**config.mk**
```make
export PLATFORM = sky130hd
export DESIGN_NAME = secure_hamming_encoder
export DESIGN_NICKNAME = d
export VERILOG_FILES = /design/src/rtl/secure_enc_pkg.sv /design/src/rtl/hamming_enc_core.sv /design/src/rtl/secure_hamming_encoder.sv
export SDC_FILE = /design/constraint.sdc
export NUM_CORES = 1
export LEC_CHECK = 0
export CORE_MARGIN = 2
export CORE_UTILIZATION = 30
export DETAILED_ROUTE_END_ITERATION = 10
export PLACE_DENSITY = 0.59
export REMOVE_ABC_BUFFERS = 1
export SLEW_MARGIN = 20
export SYNTH_ARGS = -nofsm -noshare
export SYNTH_HDL_FRONTEND = slang
export SYNTH_SLANG_ARGS = --single-unit
export TNS_END_PERCENT = 50
```
**constraint.sdc**
```tcl
create_clock -name clk -period 2 [get_ports clk]
set_input_delay 0.4 -clock clk [delete_from_list [all_inputs] [get_ports clk]]
set_output_delay 0.4 -clock clk [all_outputs]
set_load 0.05 [all_outputs]
```
**src/rtl/secure_enc_pkg.sv**
```systemverilog
// secure_enc_pkg: shared state type and width helpers for the secure Hamming encoder
package secure_enc_pkg;

    typedef enum logic [1:0] {LOCKED, COLLECT, UNLOCKED, LOCKOUT} state_e;

    function automatic int parity_bits(input int data_w);
        int p;
        p = 1;
        while ((1 << p) < data_w + p + 1) p++;
        return p;
    endfunction

    function automatic int enc_width(input int data_w, input int secded);
        return data_w + parity_bits(data_w) + secded;
    endfunction

    function automatic logic is_pow2(input int pos);
        return pos > 0 && (pos & (pos - 1)) == 0;
    endfunction

endpackage

```
**src/rtl/hamming_enc_core.sv**
```systemverilog
// hamming_enc_core: combinational data -> Hamming SEC / SEC-DED codeword
module hamming_enc_core
    import secure_enc_pkg::*;
#(
    parameter int DATA_W = 4,
    parameter int SECDED = 1
) (
    input  logic [DATA_W-1:0]                    data_in,
    output logic [enc_width(DATA_W, SECDED)-1:0] enc_out
);

    localparam int P = parity_bits(DATA_W);
    localparam int N = DATA_W + P;

    // data fills non-power-of-two positions LSB first; each parity covers positions with its bit set
    function automatic logic [N-1:0] hamming(input logic [DATA_W-1:0] d);
        logic [N-1:0] c;
        int j;
        c = '0;
        j = 0;
        for (int p = 1; p <= N; p++)
            if (!is_pow2(p)) begin
                c[p-1] = d[j];
                j++;
            end
        for (int k = 0; k < P; k++)
            for (int p = 1; p <= N; p++)
                if (p[k] && !is_pow2(p)) c[(1 << k) - 1] ^= c[p-1];
        return c;
    endfunction

    logic [N-1:0] sec;

    assign sec = hamming(data_in);

    if (SECDED != 0) begin : g_secded
        assign enc_out = {^sec, sec};
    end else begin : g_sec
        assign enc_out = sec;
    end

endmodule

```
**src/rtl/secure_hamming_encoder.sv**
```systemverilog
// secure_hamming_encoder: serial-code unlock with lockout, then registered Hamming encode
module secure_hamming_encoder
    import secure_enc_pkg::*;
#(
    parameter int                  DATA_W      = 4,
    parameter int                  SECDED      = 1,
    parameter int                  CODE_LEN    = 4,
    parameter logic [CODE_LEN-1:0] CODE        = 4'b1011,
    parameter int                  MAX_FAIL    = 3,
    parameter int                  LOCK_CYCLES = 16,
    parameter int                  SESSION     = 0
) (
    input  logic                                 clk,
    input  logic                                 rst,
    input  logic                                 code_valid,
    input  logic                                 code_bit,
    input  logic                                 relock,
    input  logic                                 data_valid,
    input  logic [DATA_W-1:0]                    data_in,
    output logic                                 data_ready,
    output logic                                 enc_valid,
    output logic [enc_width(DATA_W, SECDED)-1:0] enc_out,
    input  logic                                 enc_ready,
    output logic                                 unlocked,
    output logic                                 locked_out,
    output logic [$clog2(MAX_FAIL+1)-1:0]        fail_cnt
);

    localparam int ENC_W = enc_width(DATA_W, SECDED);
    localparam int FW    = $clog2(MAX_FAIL + 1);
    localparam int CW    = $clog2(CODE_LEN + 1);
    localparam int TW    = $clog2(LOCK_CYCLES + 1);

    state_e              state, state_n;
    logic [CW-1:0]       cnt, cnt_n;
    logic [CODE_LEN-1:0] sr, sr_n;
    logic [FW-1:0]       fail_n, fail_inc;
    logic [TW-1:0]       timer, timer_n;
    logic [ENC_W-1:0]    code;
    logic                accept;

    hamming_enc_core #(.DATA_W(DATA_W), .SECDED(SECDED)) u_core (
        .data_in (data_in),
        .enc_out (code)
    );

    assign unlocked   = state == UNLOCKED;
    assign locked_out = state == LOCKOUT;
    assign data_ready = unlocked & ~relock & (~enc_valid | enc_ready);
    assign accept     = data_valid & data_ready;
    assign fail_inc   = (fail_cnt == FW'(MAX_FAIL)) ? fail_cnt : fail_cnt + 1'b1;

    // a full window is compared one cycle after its last bit lands in sr
    always_comb begin
        state_n = state;
        cnt_n   = cnt;
        sr_n    = sr;
        fail_n  = fail_cnt;
        timer_n = timer;
        case (state)
            LOCKED:
                if (relock) cnt_n = '0;
                else if (code_valid) begin
                    sr_n    = CODE_LEN'({sr, code_bit});
                    cnt_n   = CW'(1);
                    state_n = COLLECT;
                end
            COLLECT:
                if (relock) begin
                    cnt_n   = '0;
                    state_n = LOCKED;
                end else if (cnt == CW'(CODE_LEN)) begin
                    cnt_n   = '0;
                    fail_n  = (sr == CODE) ? '0 : fail_inc;
                    state_n = (sr == CODE) ? UNLOCKED : (fail_inc == FW'(MAX_FAIL)) ? LOCKOUT : LOCKED;
                end else if (code_valid) begin
                    sr_n  = CODE_LEN'({sr, code_bit});
                    cnt_n = cnt + 1'b1;
                end
            UNLOCKED:
                state_n = (relock || (SESSION == 0 && accept)) ? LOCKED : UNLOCKED;
            LOCKOUT:
                if (timer == TW'(LOCK_CYCLES - 1)) begin
                    timer_n = '0;
                    fail_n  = '0;
                    state_n = LOCKED;
                end else timer_n = timer + 1'b1;
            default:
                state_n = LOCKED;
        endcase
    end

    always_ff @(posedge clk or negedge rst) begin
        if (!rst) begin
            state     <= LOCKED;
            cnt       <= '0;
            sr        <= '0;
            fail_cnt  <= '0;
            timer     <= '0;
            enc_valid <= 1'b0;
            enc_out   <= '0;
        end else begin
            state    <= state_n;
            cnt      <= cnt_n;
            sr       <= sr_n;
            fail_cnt <= fail_n;
            timer    <= timer_n;
            if (accept) begin
                enc_valid <= 1'b1;
                enc_out   <= code;
            end else if (enc_ready) enc_valid <= 1'b0;
        end
    end

endmodule

```
; ---- Word level (Yosys, flattened, before mapping)
; Index checks and enable logic that the tools add are counted.
[classes]
addsub = 3
reduce_logical = 10
eq_ne = 17
n_bitwise = 12
n_mux = 28
[op_table]
columns = operator, n
row1 = $mux W2, 12
row2 = $mux W4, 4
row3 = $mux W3, 5
row4 = $reduce_and A4 Y1, 3
row5 = $ne A2 B2 Y1 const B, 5
row6 = $eq A2 B2 Y1 const B, 4
row7 = $pmux W2 S4, 1
row8 = $pmux W4 S2, 1
row9 = $reduce_xor A7 Y1, 1
row10 = $ne A3 B3 Y1 const B, 2
row11 = $pmux W3 S2, 1
row12 = $reduce_bool A2 Y1, 3
row13 = $xor A1 B1 Y1, 6
row14 = $add A5 B1 Y5 const B, 1
row15 = $eq A5 B4 Y1 const B, 1
row16 = $mux W5, 1
row17 = $eq A4 B4 Y1 const B, 1
row18 = $ne A4 B4 Y1 const B, 1
row19 = $pmux W2 S2, 1
row20 = $add A3 B1 Y3 const B, 1
row21 = $and A1 B1 Y1, 3
row22 = $eq A3 B3 Y1 const B, 1
row23 = $reduce_and A3 Y1, 1
row24 = $add A2 B1 Y2 const B, 1
row25 = other kinds (7), 9
[totals]
out_inout_bits = 14
word_cells = 77
regBits = 25
inputBits = 11

; ---- Longest topological paths before layout
; Gate-level depths: netlist of run 1.
[logic_depth]
depth_word = 8
ltp_mapped = 5
depth_no_buf = 5

; ---- Hierarchy
; A second synthesis of run 1 with hierarchy kept.
[hier_totals]
cells_unflattened = 106
hier_area_um2 = 1286.2
[by_module_without_submodules]
columns = module, area_each_um2, n_inst, seq_area_each_um2, cells_per_inst
row1 = secure_hamming_encoder, 1153.6, 1, 625.6, 98
row2 = hamming_enc_core, 132.6, 1, 0.0, 8

; ---- Worst setup path after synthesis of run 1
; Ideal clock, no wire load.
[synth_timing]
path_kind = reg-to-output
from = reg enc_valid
to = out data_ready
path_slack_ns = 0.367
path_buffers = 0
path_stages_with_launch = 3
required_time_ns = 1.600
t_arrival_ns = 1.233
path_cell_list = dfrtp_1 nand2b_1 and2_1
[synth_between]
elab_chain_len = 3
[synth_lines]
columns = element, line_no
row1 = "start, declared", secure_hamming_encoder.sv:21  ; output logic enc_valid,
row2 = "start signal, assigned", secure_hamming_encoder.sv:100  ; enc_valid <= 1'b0;
row3 = "start signal, assigned", secure_hamming_encoder.sv:109  ; enc_valid <= 1'b1;
row4 = "start signal, assigned", secure_hamming_encoder.sv:111  ; end else if (enc_ready) enc_valid <= 1'b0;
row5 = $not A1 Y1, secure_hamming_encoder.sv:49  ; assign data_ready = unlocked & ~relock & (~enc_valid | enc_ready);
row6 = $or A1 B1 Y1, secure_hamming_encoder.sv:49
row7 = $and A1 B1 Y1, secure_hamming_encoder.sv:49
row8 = "end, declared", secure_hamming_encoder.sv:20  ; output logic data_ready,
; No other way between the ends.

; ---- Final worst setup path of run 1
[layout_timing]
from = reg fail_cnt[0]
to = out fail_cnt[0]
[layout_lines]
columns = element, line_no
row1 = "start, declared", secure_hamming_encoder.sv:26  ; output logic [$clog2(MAX_FAIL+1)-1:0] fail_cnt
row2 = "start signal, assigned", secure_hamming_encoder.sv:106  ; fail_cnt <= fail_n;
; No word-level cell between the ends.

==> qor.txt, run 1 <==
status: complete, no violations
Layout Nets: 153
# setup viols final: 0
clk root buf: clkbuf_8
met2 WL post-DR: 1130 microns
Hold Fails Final Rpt: 0
Distinct cells, synth: 38
CTS Buf Count: 3
Post-Route WL: 2440 microns
met1 wire length: 1180 microns
critical-path cell list: clkdlybuf4s50_1
DRC Markers: 0
Worst-path clk slew: 90 ps
Row Count: 24
Clk network pwr share: 12.0%
top sig layer: met4
CP required: 1600 ps
CP Buf/Inv Count: 1
Hold Buf Count CTS: 0
async set-reset flop share out of synthesis: 100%
number of synthesized register bits: 25
met3 wire length: 93 microns
endpoint class of the critical path: output port
Post-Synthesis Cell Area: 0.00131 sq mm
post-synth top area cell: dfrtp_1
Pins Over Slew Limit: 0
Warnings, synthesis: 0
Die Span X: 70.1 microns
routed len/inst: 12.8 microns
initial core utilization: 30.5%
Gate power share: 51.4%
Final Skew: 6.32 ps
Clock Path Buffers: 2
power share of the sequential group: 36.6%
all-layer global routing usage: 10.9%
Starting DRT DRC Count: 43
Post-synth EDFFs: 0
antenna-violating nets left: 0
setup TNS: 0 ps
Main synth FF type: dfrtp_1
grt ovf: 0
layout cells sized above 1: 24.6%
most common cell in the synthesized netlist: dfrtp_1
hold slack final: 495 ps
Clk Latency, worst-skew pair: 260 ps
unrepaired setup endpoints after global routing: false
Die ar.: 0.00491 sq mm
switching power: 1030 uW
final worst-path cycle share: 96.2%
Max rail drop VDD: 664 uV
Sink Count: 25
dpl hpwl: 1880 microns
worst path arrival time: 1520 ps
vias in the first global route: 899
startpoint types: flop
PortBufs: 24
number of max-cap violations: 0
wire length of the first global-routing pass: 4250 microns
Worst Path Max Fanout: 5
leakage power: 0.000762 uW
HP Class: input pin to async pin
CTS tree: yes
DR pass1 iterations: 5
fmax: 520 MHz
post-synth top area share: 47.8%
post-synthesis instance total: 108
H-tree levels: 1
post-route cell area: 0.00171 sq mm
routability congestion estimate: 0.843
Max-slew headroom: 66.7%
Area Overhead vs Synth: 30.2%
drt via density: 4.81
Setup Crit Path Kind: flop to output port
Power Dens Cells: 1430 mW/mm^2
I/O Pins: 25
top cells by count, synth: dfrtp_1 (25), nand2_1 (10), mux2_4 (9), xnor2_1 (7), nand2b_1 (6)
Via Count: 914
Int Power: 1410 uW
Die Ht: 70.1 microns
CP delay by family, top: buffers and inverters
initial antenna violation count: 0
Sw Share: 42.0%
Final Critical Period: 1920 ps
Area contributors post-synth: dfrtp_1 (48%), mux2_4 (10%), xnor2_1 (4.7%), mux2_2 (3.4%), ha_1 (2.9%)
core area: 0.00429 sq mm
Max stage delay on crit path: 830 ps
largest net degree at the start of global routing: 26
Area after DPL: 0.00165 sq mm
slowest stage cell, crit path: clkdlybuf4s50_1
Seq/Total Area, Yosys: 47.8%
# diodes: 0
slew of the pin with the lowest slew margin: 498 ps
Avg Cell Area, Syn: 12.1 sq um
path summary, 6_finish.rpt:
check / start / to / slack [ps] / cells past startpoint
max in group asynchronous: rst / enc_out[6] / 1260 / 2
min in group clk: sr[3] / sr[3] / 510 / 1
worst max-delay path: fail_cnt[0] / fail_cnt[0] / 80 / 1
worst min-delay path: rst / timer[3] / 500 / 2
worst min register to register: sr[3] / sr[3] / 510 / 1
worst max register to register: cnt[0] / fail_cnt[0] / 400 / 5
kinds of logic after synthesis:
family	Yosys count	share of synthesized area, %
compound gates	17	9.74
mux	14	14.5
flops	25	47.8
xor+xnor	7	4.68
simple gates	38	18.7
fa+ha+maj	3	2.87
buf+inv	4	1.72
per-stage QoR:
step / power, uW / worst slack [ps] / cells / utilization (%)
after global placement: 2130 / 27.7 / 185 / 38.4
after floorplan: 1740 / 367 / 107 / -
after CTS: 2470 / 56.5 / 190 / 39.7
final: 2440 / 76.9 / 190 / 39.7
after detailed placement: 2160 / 6.50 / 185 / 38.4
after global routing: 2600 / 32.2 / 190 / 39.7
state kept, by name, summed over array words and instances (netlist names):
register	flops
sr	4
fail_cnt	2
enc_out	8
cnt	3
timer	5
enc_valid	1
state	2
placed cells by master, fill, tap and decap left out, types with 3 or more instances in the layout:
cell type        synthesis  final
clkbuf_8                 0      3
nand2b_1                 6      6
mux2_2                   4      4
ha_1                     3      3
buf_12                   0      3
buf_4                    0      3
nand3_1                  3      3
xnor2_1                  7      7
dfrtp_1                 25     25
mux2_4                   9      9
nor2_1                   5      5
a21oi_1                  3      3
nand2_1                 10     10
clkdlybuf4s50_1          0     20
final cells by class:
| class | count | area [sq um] |
|---|---|---|
| Fill cell | 427 | 2590 |
| Multi-Input combinational cell | 79 | 662 |
| Sequential cell | 25 | 626 |
| Timing Repair Buffer | 27 | 295 |
| Tap cell | 52 | 65.1 |
| Clock buffer | 3 | 41.3 |
| Inverter | 3 | 11.3 |
| Clock inverter | 1 | 5.00 |
routing by layer:
layer,track usage [%],vias to the layer above
li1,-,446
met1,14.8,450
met2,17.0,16
met3,3.17,2
met4,3.21,0
met5,0,-
power groups by stage:
stage               logic (uW)  clock network, uW  registers, uW
global route              1340                332            929
finish                    1250                293            893
floorplan                  551                  0           1190
detailed placement        1260                  0            901
global placement          1240                  0            895
CTS                       1270                306            896
repair_timing:
item / in CTS / in global routing
cloned: 0 / 0
pin swaps: 1 / 0
buffers inserted: 1 / 0
setup endpoints to repair: 1 / 1
gates resized for setup: 0 / 1
Note: power is estimated with default switching activity, not from simulation.
==> run 2, diff against run 1 <==
--- a/config.mk
+++ b/config.mk
@@ -5,6 +5,7 @@
 export SDC_FILE = /design/constraint.sdc
 export NUM_CORES = 1
 export LEC_CHECK = 0
+export CAP_MARGIN = 40
 export CORE_MARGIN = 2
 export CORE_UTILIZATION = 30
 export DETAILED_ROUTE_END_ITERATION = 10
==> results of run 2 <==
The final DEF is identical to that of run 1; final timing and power are the same.
